## src/rtl/move_controller_pkg.sv

```systemverilog
// Shared enums, constants and helpers for the board/move logic.
// Imported by the move controller and its cursor sub-block.
package common_enums;

  typedef enum logic [1:0] {
    START_SCREEN,
    GAME_SCREEN,
    END_SCREEN
  } screen_state_t;

  typedef enum logic [2:0] {
    MC_IDLE,
    MC_SEL_SRC,
    MC_SEL_DST,
    MC_COMMIT_DST,
    MC_COMMIT_SRC,
    MC_DONE
  } mc_state_t;

  localparam logic [3:0] PIECE_EMPTY = 4'd15;

  // Player 1 owns codes 0-5, player 0 owns 6-11.
  function automatic logic is_own_piece(
    input logic [3:0] piece,
    input logic       player
  );
    if (player) return piece <= 4'd5;
    return (piece >= 4'd6) && (piece <= 4'd11);
  endfunction

  function automatic logic [63:0] sq_mask(
    input logic [2:0] r,
    input logic [2:0] c
  );
    return 64'd1 << {r, c};
  endfunction

endpackage

```

## src/rtl/move_controller_if.sv

```systemverilog
// Board write port and committed-move report of the move controller.
// master drives it, the board/turn logic listens.
interface move_controller_if;
  logic       wr_en;
  logic [2:0] wr_row;
  logic [2:0] wr_col;
  logic [3:0] wr_piece;
  logic       move_done;
  logic [5:0] move_from;
  logic [5:0] move_to;

  modport master (
    output wr_en, wr_row, wr_col, wr_piece,
    output move_done, move_from, move_to
  );

  modport slave (
    input wr_en, wr_row, wr_col, wr_piece,
    input move_done, move_from, move_to
  );
endinterface

```

## src/rtl/move_controller_cursor.sv

```systemverilog
// Board cursor: row/col registers with wrap, key priority and load.
// Exposes next-cycle position so registered overlays stay aligned.
module cursor_ctrl
  import common_enums::*;
#(
  parameter int CURSOR_ROW_RST = 7,
  parameter int CURSOR_COL_RST = 4
) (
  input  logic       CLOCK_50,
  input  logic       reset_n,
  input  logic       en,
  input  logic       load,
  input  logic       dir,
  input  logic       key1out,
  input  logic       key2out,
  input  logic       key3out,
  output logic [2:0] row,
  output logic [2:0] col,
  output logic [2:0] row_nxt,
  output logic [2:0] col_nxt
);
  localparam logic [2:0] ROW0 = CURSOR_ROW_RST[2:0];
  localparam logic [2:0] COL0 = CURSOR_COL_RST[2:0];

  // Enter outranks the step keys; 3-bit add wraps on its own.
  always_comb begin
    row_nxt = row;
    col_nxt = col;
    if (load) begin
      row_nxt = ROW0;
      col_nxt = COL0;
    end else if (en && !key3out) begin
      if (key1out) begin
        if (dir) row_nxt = row + 3'd1;
        else     col_nxt = col + 3'd1;
      end else if (key2out) begin
        if (dir) row_nxt = row - 3'd1;
        else     col_nxt = col - 3'd1;
      end
    end
  end

  // Cursor position register.
  always_ff @(posedge CLOCK_50 or negedge reset_n) begin
    if (!reset_n) begin
      row <= ROW0;
      col <= COL0;
    end else begin
      row <= row_nxt;
      col <= col_nxt;
    end
  end
endmodule

```

## src/rtl/move_controller.sv

```systemverilog
// Local move sequencer: cursor, source/dest select, two-write commit.
// All outputs are registered from next-cycle values.
module move_controller
  import common_enums::*;
#(
  parameter int CURSOR_ROW_RST = 7,
  parameter int CURSOR_COL_RST = 4
) (
  input  logic                CLOCK_50,
  input  logic                reset_n,
  input  screen_state_t       state,
  input  logic                player,
  input  logic                curr_player,
  input  logic                dir,
  input  logic                key1out,
  input  logic                key2out,
  input  logic                key3out,
  input  logic [3:0]          board_in [8][8],
  move_controller_if.master   bus,
  output logic [7:0][7:0]     square_highlight
);
  mc_state_t  st, nxt;
  logic [2:0] cur_r, cur_c, cur_r_n, cur_c_n;
  logic [2:0] src_r, src_c, src_r_n, src_c_n;
  logic [2:0] dst_r, dst_c, dst_r_n, dst_c_n;
  logic [3:0] piece, piece_n, cur_piece;
  logic       src_v, src_v_n;
  logic       active, sel, on_src, own;

  assign active = (state == GAME_SCREEN) &&
                  (curr_player == player);
  assign sel = (st == MC_SEL_SRC) || (st == MC_SEL_DST);
  assign cur_piece = board_in[cur_r][cur_c];
  assign own = is_own_piece(cur_piece, player);
  assign on_src = src_v && (cur_r == src_r) &&
                  (cur_c == src_c);

  cursor_ctrl #(
    .CURSOR_ROW_RST(CURSOR_ROW_RST),
    .CURSOR_COL_RST(CURSOR_COL_RST)
  ) u_cursor (
    .CLOCK_50 (CLOCK_50),
    .reset_n  (reset_n),
    .en       (sel),
    .load     ((st == MC_IDLE) && active),
    .dir      (dir),
    .key1out  (key1out),
    .key2out  (key2out),
    .key3out  (key3out),
    .row      (cur_r),
    .col      (cur_c),
    .row_nxt  (cur_r_n),
    .col_nxt  (cur_c_n)
  );

  // Next state and selection latches; commit is never aborted.
  always_comb begin
    nxt     = st;
    src_r_n = src_r;
    src_c_n = src_c;
    src_v_n = src_v;
    dst_r_n = dst_r;
    dst_c_n = dst_c;
    piece_n = piece;
    unique case (st)
      MC_IDLE: if (active) nxt = MC_SEL_SRC;
      MC_SEL_SRC, MC_SEL_DST: begin
        if (!active) begin
          nxt     = MC_IDLE;
          src_v_n = 1'b0;
        end else if (key3out) begin
          if (st == MC_SEL_DST && on_src) begin
            nxt     = MC_SEL_SRC;
            src_v_n = 1'b0;
          end else if (own) begin
            nxt     = MC_SEL_DST;
            src_r_n = cur_r;
            src_c_n = cur_c;
            src_v_n = 1'b1;
            piece_n = cur_piece;
          end else if (st == MC_SEL_DST) begin
            nxt     = MC_COMMIT_DST;
            dst_r_n = cur_r;
            dst_c_n = cur_c;
          end
        end
      end
      MC_COMMIT_DST: nxt = MC_COMMIT_SRC;
      MC_COMMIT_SRC: nxt = MC_DONE;
      MC_DONE: begin
        nxt     = MC_IDLE;
        src_v_n = 1'b0;
      end
      default: nxt = MC_IDLE;
    endcase
  end

  // State and selection registers.
  always_ff @(posedge CLOCK_50 or negedge reset_n) begin
    if (!reset_n) begin
      st    <= MC_IDLE;
      src_r <= '0;
      src_c <= '0;
      src_v <= 1'b0;
      dst_r <= '0;
      dst_c <= '0;
      piece <= '0;
    end else begin
      st    <= nxt;
      src_r <= src_r_n;
      src_c <= src_c_n;
      src_v <= src_v_n;
      dst_r <= dst_r_n;
      dst_c <= dst_c_n;
      piece <= piece_n;
    end
  end

  // Registered write port, move report and highlight overlay.
  always_ff @(posedge CLOCK_50 or negedge reset_n) begin
    if (!reset_n) begin
      bus.wr_en        <= 1'b0;
      bus.wr_row       <= '0;
      bus.wr_col       <= '0;
      bus.wr_piece     <= '0;
      bus.move_done    <= 1'b0;
      bus.move_from    <= '0;
      bus.move_to      <= '0;
      square_highlight <= '0;
    end else begin
      bus.wr_en     <= 1'b0;
      bus.wr_row    <= '0;
      bus.wr_col    <= '0;
      bus.wr_piece  <= '0;
      bus.move_done <= (nxt == MC_DONE);
      if (nxt == MC_COMMIT_DST) begin
        bus.wr_en    <= 1'b1;
        bus.wr_row   <= dst_r_n;
        bus.wr_col   <= dst_c_n;
        bus.wr_piece <= piece_n;
      end else if (nxt == MC_COMMIT_SRC) begin
        bus.wr_en    <= 1'b1;
        bus.wr_row   <= src_r_n;
        bus.wr_col   <= src_c_n;
        bus.wr_piece <= PIECE_EMPTY;
      end
      if (nxt == MC_DONE) begin
        bus.move_from <= {src_r_n, src_c_n};
        bus.move_to   <= {dst_r_n, dst_c_n};
      end
      if (nxt == MC_IDLE)
        square_highlight <= '0;
      else
        square_highlight <= sq_mask(cur_r_n, cur_c_n) |
          (src_v_n ? sq_mask(src_r_n, src_c_n) : 64'd0);
    end
  end
endmodule

```

## src/flat_wrapper.sv

```systemverilog
// flat-port wrapper written by rule: the top's interface ports become plain ports
module move_controller_flat import common_enums::*;
#(
  parameter int CURSOR_ROW_RST = 7,
  parameter int CURSOR_COL_RST = 4
)
  (CLOCK_50, reset_n, state, player, curr_player, dir, key1out, key2out, key3out, board_in, square_highlight, bus_wr_en, bus_wr_row, bus_wr_col, bus_wr_piece, bus_move_done, bus_move_from, bus_move_to);
  move_controller_if bus_i ();
  input  logic CLOCK_50;
  input  logic reset_n;
  input  screen_state_t state;
  input  logic player;
  input  logic curr_player;
  input  logic dir;
  input  logic key1out;
  input  logic key2out;
  input  logic key3out;
  input  logic [3:0] board_in[8][8];
  output logic [7:0][7:0] square_highlight;
  output wire logic [$bits(bus_i.wr_en)-1:0] bus_wr_en;
  output wire logic [$bits(bus_i.wr_row)-1:0] bus_wr_row;
  output wire logic [$bits(bus_i.wr_col)-1:0] bus_wr_col;
  output wire logic [$bits(bus_i.wr_piece)-1:0] bus_wr_piece;
  output wire logic [$bits(bus_i.move_done)-1:0] bus_move_done;
  output wire logic [$bits(bus_i.move_from)-1:0] bus_move_from;
  output wire logic [$bits(bus_i.move_to)-1:0] bus_move_to;
  assign bus_wr_en = bus_i.wr_en;
  assign bus_wr_row = bus_i.wr_row;
  assign bus_wr_col = bus_i.wr_col;
  assign bus_wr_piece = bus_i.wr_piece;
  assign bus_move_done = bus_i.move_done;
  assign bus_move_from = bus_i.move_from;
  assign bus_move_to = bus_i.move_to;
  move_controller #(.CURSOR_ROW_RST(CURSOR_ROW_RST), .CURSOR_COL_RST(CURSOR_COL_RST)) u_core (.CLOCK_50(CLOCK_50), .reset_n(reset_n), .state(state), .player(player), .curr_player(curr_player), .dir(dir), .key1out(key1out), .key2out(key2out), .key3out(key3out), .board_in(board_in), .bus(bus_i), .square_highlight(square_highlight));
endmodule
```

## config.mk

```make
export PLATFORM = sky130hd
export DESIGN_NAME = move_controller_flat
export DESIGN_NICKNAME = d
export VERILOG_FILES = /design/src/rtl/move_controller_pkg.sv /design/src/rtl/move_controller_if.sv /design/src/rtl/move_controller_cursor.sv /design/src/rtl/move_controller.sv /design/src/flat_wrapper.sv
export SDC_FILE = /design/constraint.sdc
export NUM_CORES = 1
export LEC_CHECK = 0
export ABC_AREA = 1
export ABC_CLOCK_PERIOD_IN_PS = 7100
export BUFFER_PORTS_ARGS = -buffer_cell sky130_fd_sc_hd__buf_2
export CAP_MARGIN = 10
export CORE_MARGIN = 4
export CORE_UTILIZATION = 30
export DETAILED_ROUTE_END_ITERATION = 7
export RECOVER_POWER = 25
export SKIP_LAST_GASP = 1
export SLEW_MARGIN = 15
export SYNTH_ARGS = -nofsm -noshare
export SYNTH_HDL_FRONTEND = slang
export SYNTH_HIERARCHICAL = 1
export SYNTH_SLANG_ARGS = --single-unit
```

## constraint.sdc

```tcl
create_clock -name CLOCK_50 -period 7.1 [get_ports CLOCK_50]
set_input_delay 0 -clock CLOCK_50 [delete_from_list [all_inputs] [get_ports CLOCK_50]]
set_output_delay 0 -clock CLOCK_50 [all_outputs]
set_load 0.01 [all_outputs]
```

Word level (Yosys, flattened, before mapping):

Index checks and enable logic that the tools add are counted.

* input bits: 266
* output and inout bits: 88
* register bits after elaboration: 114

* reduce and logical (&&, ||, !) cells: 12
* $add $sub $neg: 4
* muxes and demuxes: 70
* shifts and indexed selects: 2
* equal/unequal tests: 12
* $lt $le $gt $ge: 5
* bitwise operators: 3

Operators by type and width (number)
* $mux 3: 44
* $mux 64: 2
* $shl 1x6->64 const A: 2
* $bmux 32 s3: 1
* $mux 32: 2
* $or 64x64->64: 1
* $mux 4: 9
* $bmux 4 s3: 1
* $eq 3x3->1 const B: 4
* $pmux 3 s4: 1
* $eq 3x2->1 const B: 3
* $mux 1: 9
* $ge 4x4->1 const B: 2
* $not 3->4: 2
* $logic_and 1x1->1: 7
* $add 3x1->3 const B: 2
* $eq 3x3->1: 2
* $logic_not 3->1: 2
* $sub 3x1->3 const B: 2
* $ge 4x3->1 const B: 1
* $le 4x3->1 const B: 1
* $le 4x4->1 const B: 1
* $eq 3x1->1 const B: 1
* $eq 2x1->1 const B: 1
* other kinds (5): 5

Logic depth before layout (Yosys ltp):

* word-level depth: 19
* mapped depth: 23
* gate-level depth less buffers: 19

By module:

Netlist, hierarchy kept.

Modules (own cells, without submodules)
* move_controller: cells an instance 1129, area each 7626.1 um^2, sequential area each 2702.6 um^2, instances 1
* cursor_ctrl: cells an instance 63, area each 476.7 um^2, sequential area each 155.1 um^2, instances 1

Least setup slack after synthesis:

Ideal clock, no wire load.

* path kind: register -> register
* start point: reg u_core.u_cursor.row[0]
* end point: reg u_core/square_highlight[3] in the netlist's numbering
* buffers on the path: 4
* slack: 4463 ps
* data required time: 7022 ps
* library setup time: 78 ps
* data arrival time: 2560 ps
* clock period less this slack: 2637 ps
* cell stages (with the launch flop): 23
* path through: dfstp_2 -> buf_6 -> inv_2 -> buf_6 -> buf_6 -> nand2_1 -> nand3_1 -> nand3_1 -> nand2_1 -> nand2_1 -> nand3_1 -> nand3_1 -> nand2_1 -> nand2_2 -> nand2_2 -> nand2_4 -> nand3_4 -> buf_6 -> nand2_2 -> o21ai_4 -> nor2_4 -> nand4_1 -> a21oi_1

* longest elaborated chain between the ends: 19

RTL lines
* from (decl): line move_controller_cursor.sv:17 `output logic [2:0] row,`
* from (signal assigned): line move_controller_cursor.sv:49 `row <= row_nxt;`
* $not 3->4 (not written as such): line move_controller.sv:33 `assign cur_piece = board_in[cur_r][cur_c];`
* $bmux 32 s3: line move_controller.sv:33
* $mux 32 (not written as such) (2 in series): line move_controller.sv:33
* $bmux 4 s3: line move_controller.sv:33
* $mux 4 (not written as such) (2 in series): line move_controller.sv:33
* $le 4x3->1 (tied with other cells): line move_controller_pkg.sv:27 `if (player) return piece <= 4'd5;`
* $mux 1 / $logic_and 1x1->1 (equally long branches): line move_controller_pkg.sv:27, move_controller_pkg.sv:28
* $mux 1: line move_controller_pkg.sv:28 `return (piece >= 4'd6) && (piece <= 4'd11);`
* [2 not listed]
* $mux 3 *: line move_controller.sv:71 `end else if (key3out) begin`
* $mux 3 *: line move_controller.sv:68 `if (!active) begin`
* $mux 3 *: line move_controller.sv:65 `unique case (st)`
* net u_core.src_c_n[2]: line move_controller.sv:24 `logic [2:0] src_r, src_c, src_r_n, src_c_n;`
* $shl 1x6->64 *: line move_controller_pkg.sv:35 `return 64'd1 << {r, c};`
* $mux 64 *: line move_controller.sv:155 `(src_v_n ? sq_mask(src_r_n, src_c_n) : 64'd0);`
* $or 64x64->64 *: line move_controller.sv:154 `square_highlight <= sq_mask(cur_r_n, cur_c_n) |`
* $mux 64 *: line move_controller.sv:151 `if (nxt == MC_IDLE)`
* to (signal assigned): line move_controller.sv:154
* to (decl): line move_controller.sv:20 `output logic [7:0][7:0] square_highlight`

The timed path passes the listed nets; every way through them passes the cells marked *. The select of a mux whose other input is x is not followed.
A chain may end at the register's enable or synchronous reset.

Worst setup path after layout:

* start point: reg u_core.u_cursor.row[0]
* end point: reg u_core/square_highlight[24] in the netlist's numbering

* longest elaborated chain between the ends: 19

RTL lines
* $not 3->4 (not written as such): line move_controller.sv:33
* $bmux 32 s3: line move_controller.sv:33
* $mux 32 (not written as such) (2 in series): line move_controller.sv:33
* $bmux 4 s3: line move_controller.sv:33
* $mux 4 (not written as such) (2 in series): line move_controller.sv:33
* $le 4x3->1 (tied with other cells): line move_controller_pkg.sv:27
* $mux 1 / $logic_and 1x1->1 (equally long branches): line move_controller_pkg.sv:27, move_controller_pkg.sv:28
* $mux 1: line move_controller_pkg.sv:28
* $mux 3: line move_controller.sv:75 `end else if (own) begin`
* $mux 3: line move_controller.sv:72 `if (st == MC_SEL_DST && on_src) begin`
* $mux 3: line move_controller.sv:71
* $mux 3: line move_controller.sv:68
* $mux 3: line move_controller.sv:65
* $shl 1x6->64: line move_controller_pkg.sv:35
* $mux 64: line move_controller.sv:155
* $or 64x64->64: line move_controller.sv:154
* $mux 64 *: line move_controller.sv:151

Every way passes the cells marked *; elsewhere a longest branch is shown, timed or not. The select of a mux whose other input is x is not followed.

==> metrics <==
clock buffer depth=2; first-pass GRT wire length=51900 µm; Leak=5.280 nW; wirelength, routed=34530 µm; worst min path class=in2reg; synthesized cell area=8103 µm²; fraction of layout instances using a drive strength above 1=27.97%; Setup Skew=13.94 ps; row cnt=59; Final Power=4.191 mW; register area=2861 µm²; Max Slew Vio Count=43; commonest non-fill, non-tap cells in the layout=nand2_1, buf_2, nand3_1; Syn Inst Count=1192; CTS tree=yes; commonest non-fill, non-tap cell in the layout=nand2_1; Worst-path clk slew=50 ps; max-cap violations=1; CTS buffer count=17; Yosys warnings=6; FF+latch count, synth=114; FF-to-FF path depth=20; CTS Sinks=114; GP Congestion=0.8608; vias post-DR=9778; H-tree depth=4; Final period util=71.53%; Chip Width=172.3 µm; Die Ht=172.3 µm; GR Util All Layers=22.17%; core area=26280 µm²; largest fanout on the critical path=64; area of the multi-input gates=4517 µm²; DRT Pass-1 Iters=6; Synth cell types=39; max incr delay on CP=960 ps; CP arrival=5370 ps; WHS=95.60 ps; average size of a mapped cell=6.798 µm²; status=complete, but fails checks; vias in the first global route=9432; final hold vios=0; fill count=2836; PostCTS Resize Cnt=0; Setup Total Neg Slack=0 ps; hold depth=4; synthesis-to-layout area growth=29.62%; DR WL/cell=18.81 µm; full die area=29700 µm²; Peak VDD IR=193.9 µV; Yosys top cell area share=33.97%; cell mode on critical path=nand2_1; RSZ-0062 raised after global routing=false; Critical Path, Cell by Cell=clkinv_2 > buf_4 > nand2_1 > nand3_1 > nand3_1 > nand2_1 > nand2_1 > nand3_1 > nand3_1 > nand2_1 > nand2_2 > nand2_2 > nand2_4 > nand3_4 > nand2_1 > o21ai_2 > buf_4 > inv_2 > nand4_1 > a21oi_1; DRT antenna net count=0; crit end category=flop; syn nets=1462; dpl ws=1886 ps; post-CTS setup buffers=0; Root Driver=clkbuf_16; post-synthesis sequential area ratio=35.27%; final core utilization=39.96%; cts hold-fix bufs=1; Synth area leader=dfrtp_1; fin cells=1836; CP Class=reg2reg; Buffers on Ports=353; Initial Util=30.83%; I/O Pins=354; initial antenna violation count=5; worst-margin pin slew=2232 ps; fmax=196.9 MHz; worst path required time=7390 ps; synth top area cells=dfrtp_1, nand2_1, nand3_1; PnR worst setup slack=2022 ps; Final Cell Area=10500 µm²; Total Nets Final=1756; PwrDens=399.0 nW/µm²; Slowest cell on crit path=dfstp_4; DR iter-0 viols=931; Skew-Pair Late Insertion Delay=400 ps; slew margin rel.=-48.78%; DR DRC count=0; Min Clock Period, post-route=5078 ps; Worst setup SP type=flop; overflow left after global routing=0; Cells after DPL=1801; final setup fails=0; failing checks=max-capacitance violations, max-slew violations; DR vias/cell=5.326; Post-DP HPWL=24920 µm; DP Area=9937 µm²; largest net degree at the start of global routing=79
==> worst paths after layout <==
| check | startpoint | end | slack, ps |
|---|---|---|---|
| max | u_core/u_cursor/row[0] | u_core/square_highlight[24] | 2020 |
| min | state[1] | u_core/st[0] | 100 |
| max reg2reg | u_core/u_cursor/row[0] | u_core/square_highlight[24] | 2020 |
| min reg2reg | u_core/bus.move_to[5] | u_core/bus.move_to[5] | 470 |
| max in group asynchronous | reset_n | u_core/piece[3] | 4380 |
| min in group asynchronous | reset_n | u_core/square_highlight[25] | 800 |
==> worst max-delay path: cells and delay by family (launching register included) <==
kind	cells	cell delay (ps)
buffers and inverters	4	2150
AND/OR/NAND/NOR	14	1440
flip-flops	1	960
AO/OA/AOI/OAI	2	340
==> sequential cells by signal (all words and copies together) (netlist names), 4 cells and up <==
name,flops
u_core/bus.move_from,6
u_core/bus.move_to,6
u_core/square_highlight,64
u_core/bus.wr_piece,4
u_core/piece,4
==> Yosys cell counts <==
| cell | number |
|---|---|
| nor2_4 | 10 |
| nand2_2 | 12 |
| o21ai_2 | 2 |
| inv_2 | 9 |
| ha_1 | 4 |
| inv_4 | 1 |
| inv_1 | 40 |
| o21ai_1 | 2 |
| dfrtp_1 | 110 |
| nand3_4 | 3 |
| dfstp_2 | 4 |
| or2_1 | 1 |
| a21oi_1 | 66 |
| o21bai_1 | 1 |
| o21ai_4 | 2 |
| a211oi_1 | 1 |
| buf_6 | 11 |
| buf_4 | 3 |
| o221ai_1 | 3 |
| nand3_2 | 1 |
| nand3_1 | 195 |
| nor2_1 | 67 |
| xor2_1 | 1 |
| clkbuf_1 | 41 |
| buf_2 | 44 |
| o21ai_0 | 58 |
| nor2_2 | 3 |
| clkinv_2 | 1 |
| clkinv_1 | 3 |
| nor3_1 | 6 |
| o22ai_1 | 24 |
| nand2_1 | 343 |
| o311ai_0 | 1 |
| nor4_1 | 3 |
| buf_1 | 3 |
| nand4_1 | 107 |
| nand2_4 | 2 |
| xnor2_1 | 3 |
| nor3_2 | 1 |
==> metal layers <==
| metal | vias up | part of all wire (%) | GRT usage (%) |
|---|---|---|---|
| met2 | 473 | 49 | 37.85 |
| met4 | 4 | 1.9 | 5.571 |
| li1 | 4665 | - | - |
| met1 | 4579 | 41 | 28.91 |
| met5 | - | 0.078 | 0 |
| met3 | 57 | 8.7 | 4.275 |
==> power by group <==
part           switching (mW)  leakage, nW  total, mW  internal [mW]
Clock                   0.291        0.280      0.840          0.549
Combinational            1.72         3.46       2.40          0.682
Sequential              0.175         1.54      0.950          0.775
==> logic make-up (layout without fill, tap and decap cells) <==
logic type                 count (synthesis)  after routing  share of synthesized area [%]
adders and majority gates                  4              4                         0.6177
xor gates and xnor gates                   4              4                         0.4324
AOI/OAI and AO/OA                        160            160                          10.87
DFF                                      114            114                          35.27
and+or+nand+nor                          754            754                          43.70
other                                      0              3                              0
buffers and inverters                    156            462                          9.110
==> area by class of cell <==
| class | instances | area share (%) |
|---|---|---|
| multi-input cells | 922 | 43.01 |
| inverters | 54 | 1.978 |
| clock inverters | 9 | 1.001 |
| diodes | 3 | 0.07148 |
| flip-flops and latches | 114 | 27.25 |
| clock buffers | 22 | 4.610 |
| repair buffers | 377 | 18.10 |
| well taps | 335 | 3.991 |
No activity file was read; power rests on OpenSTA's default activity.
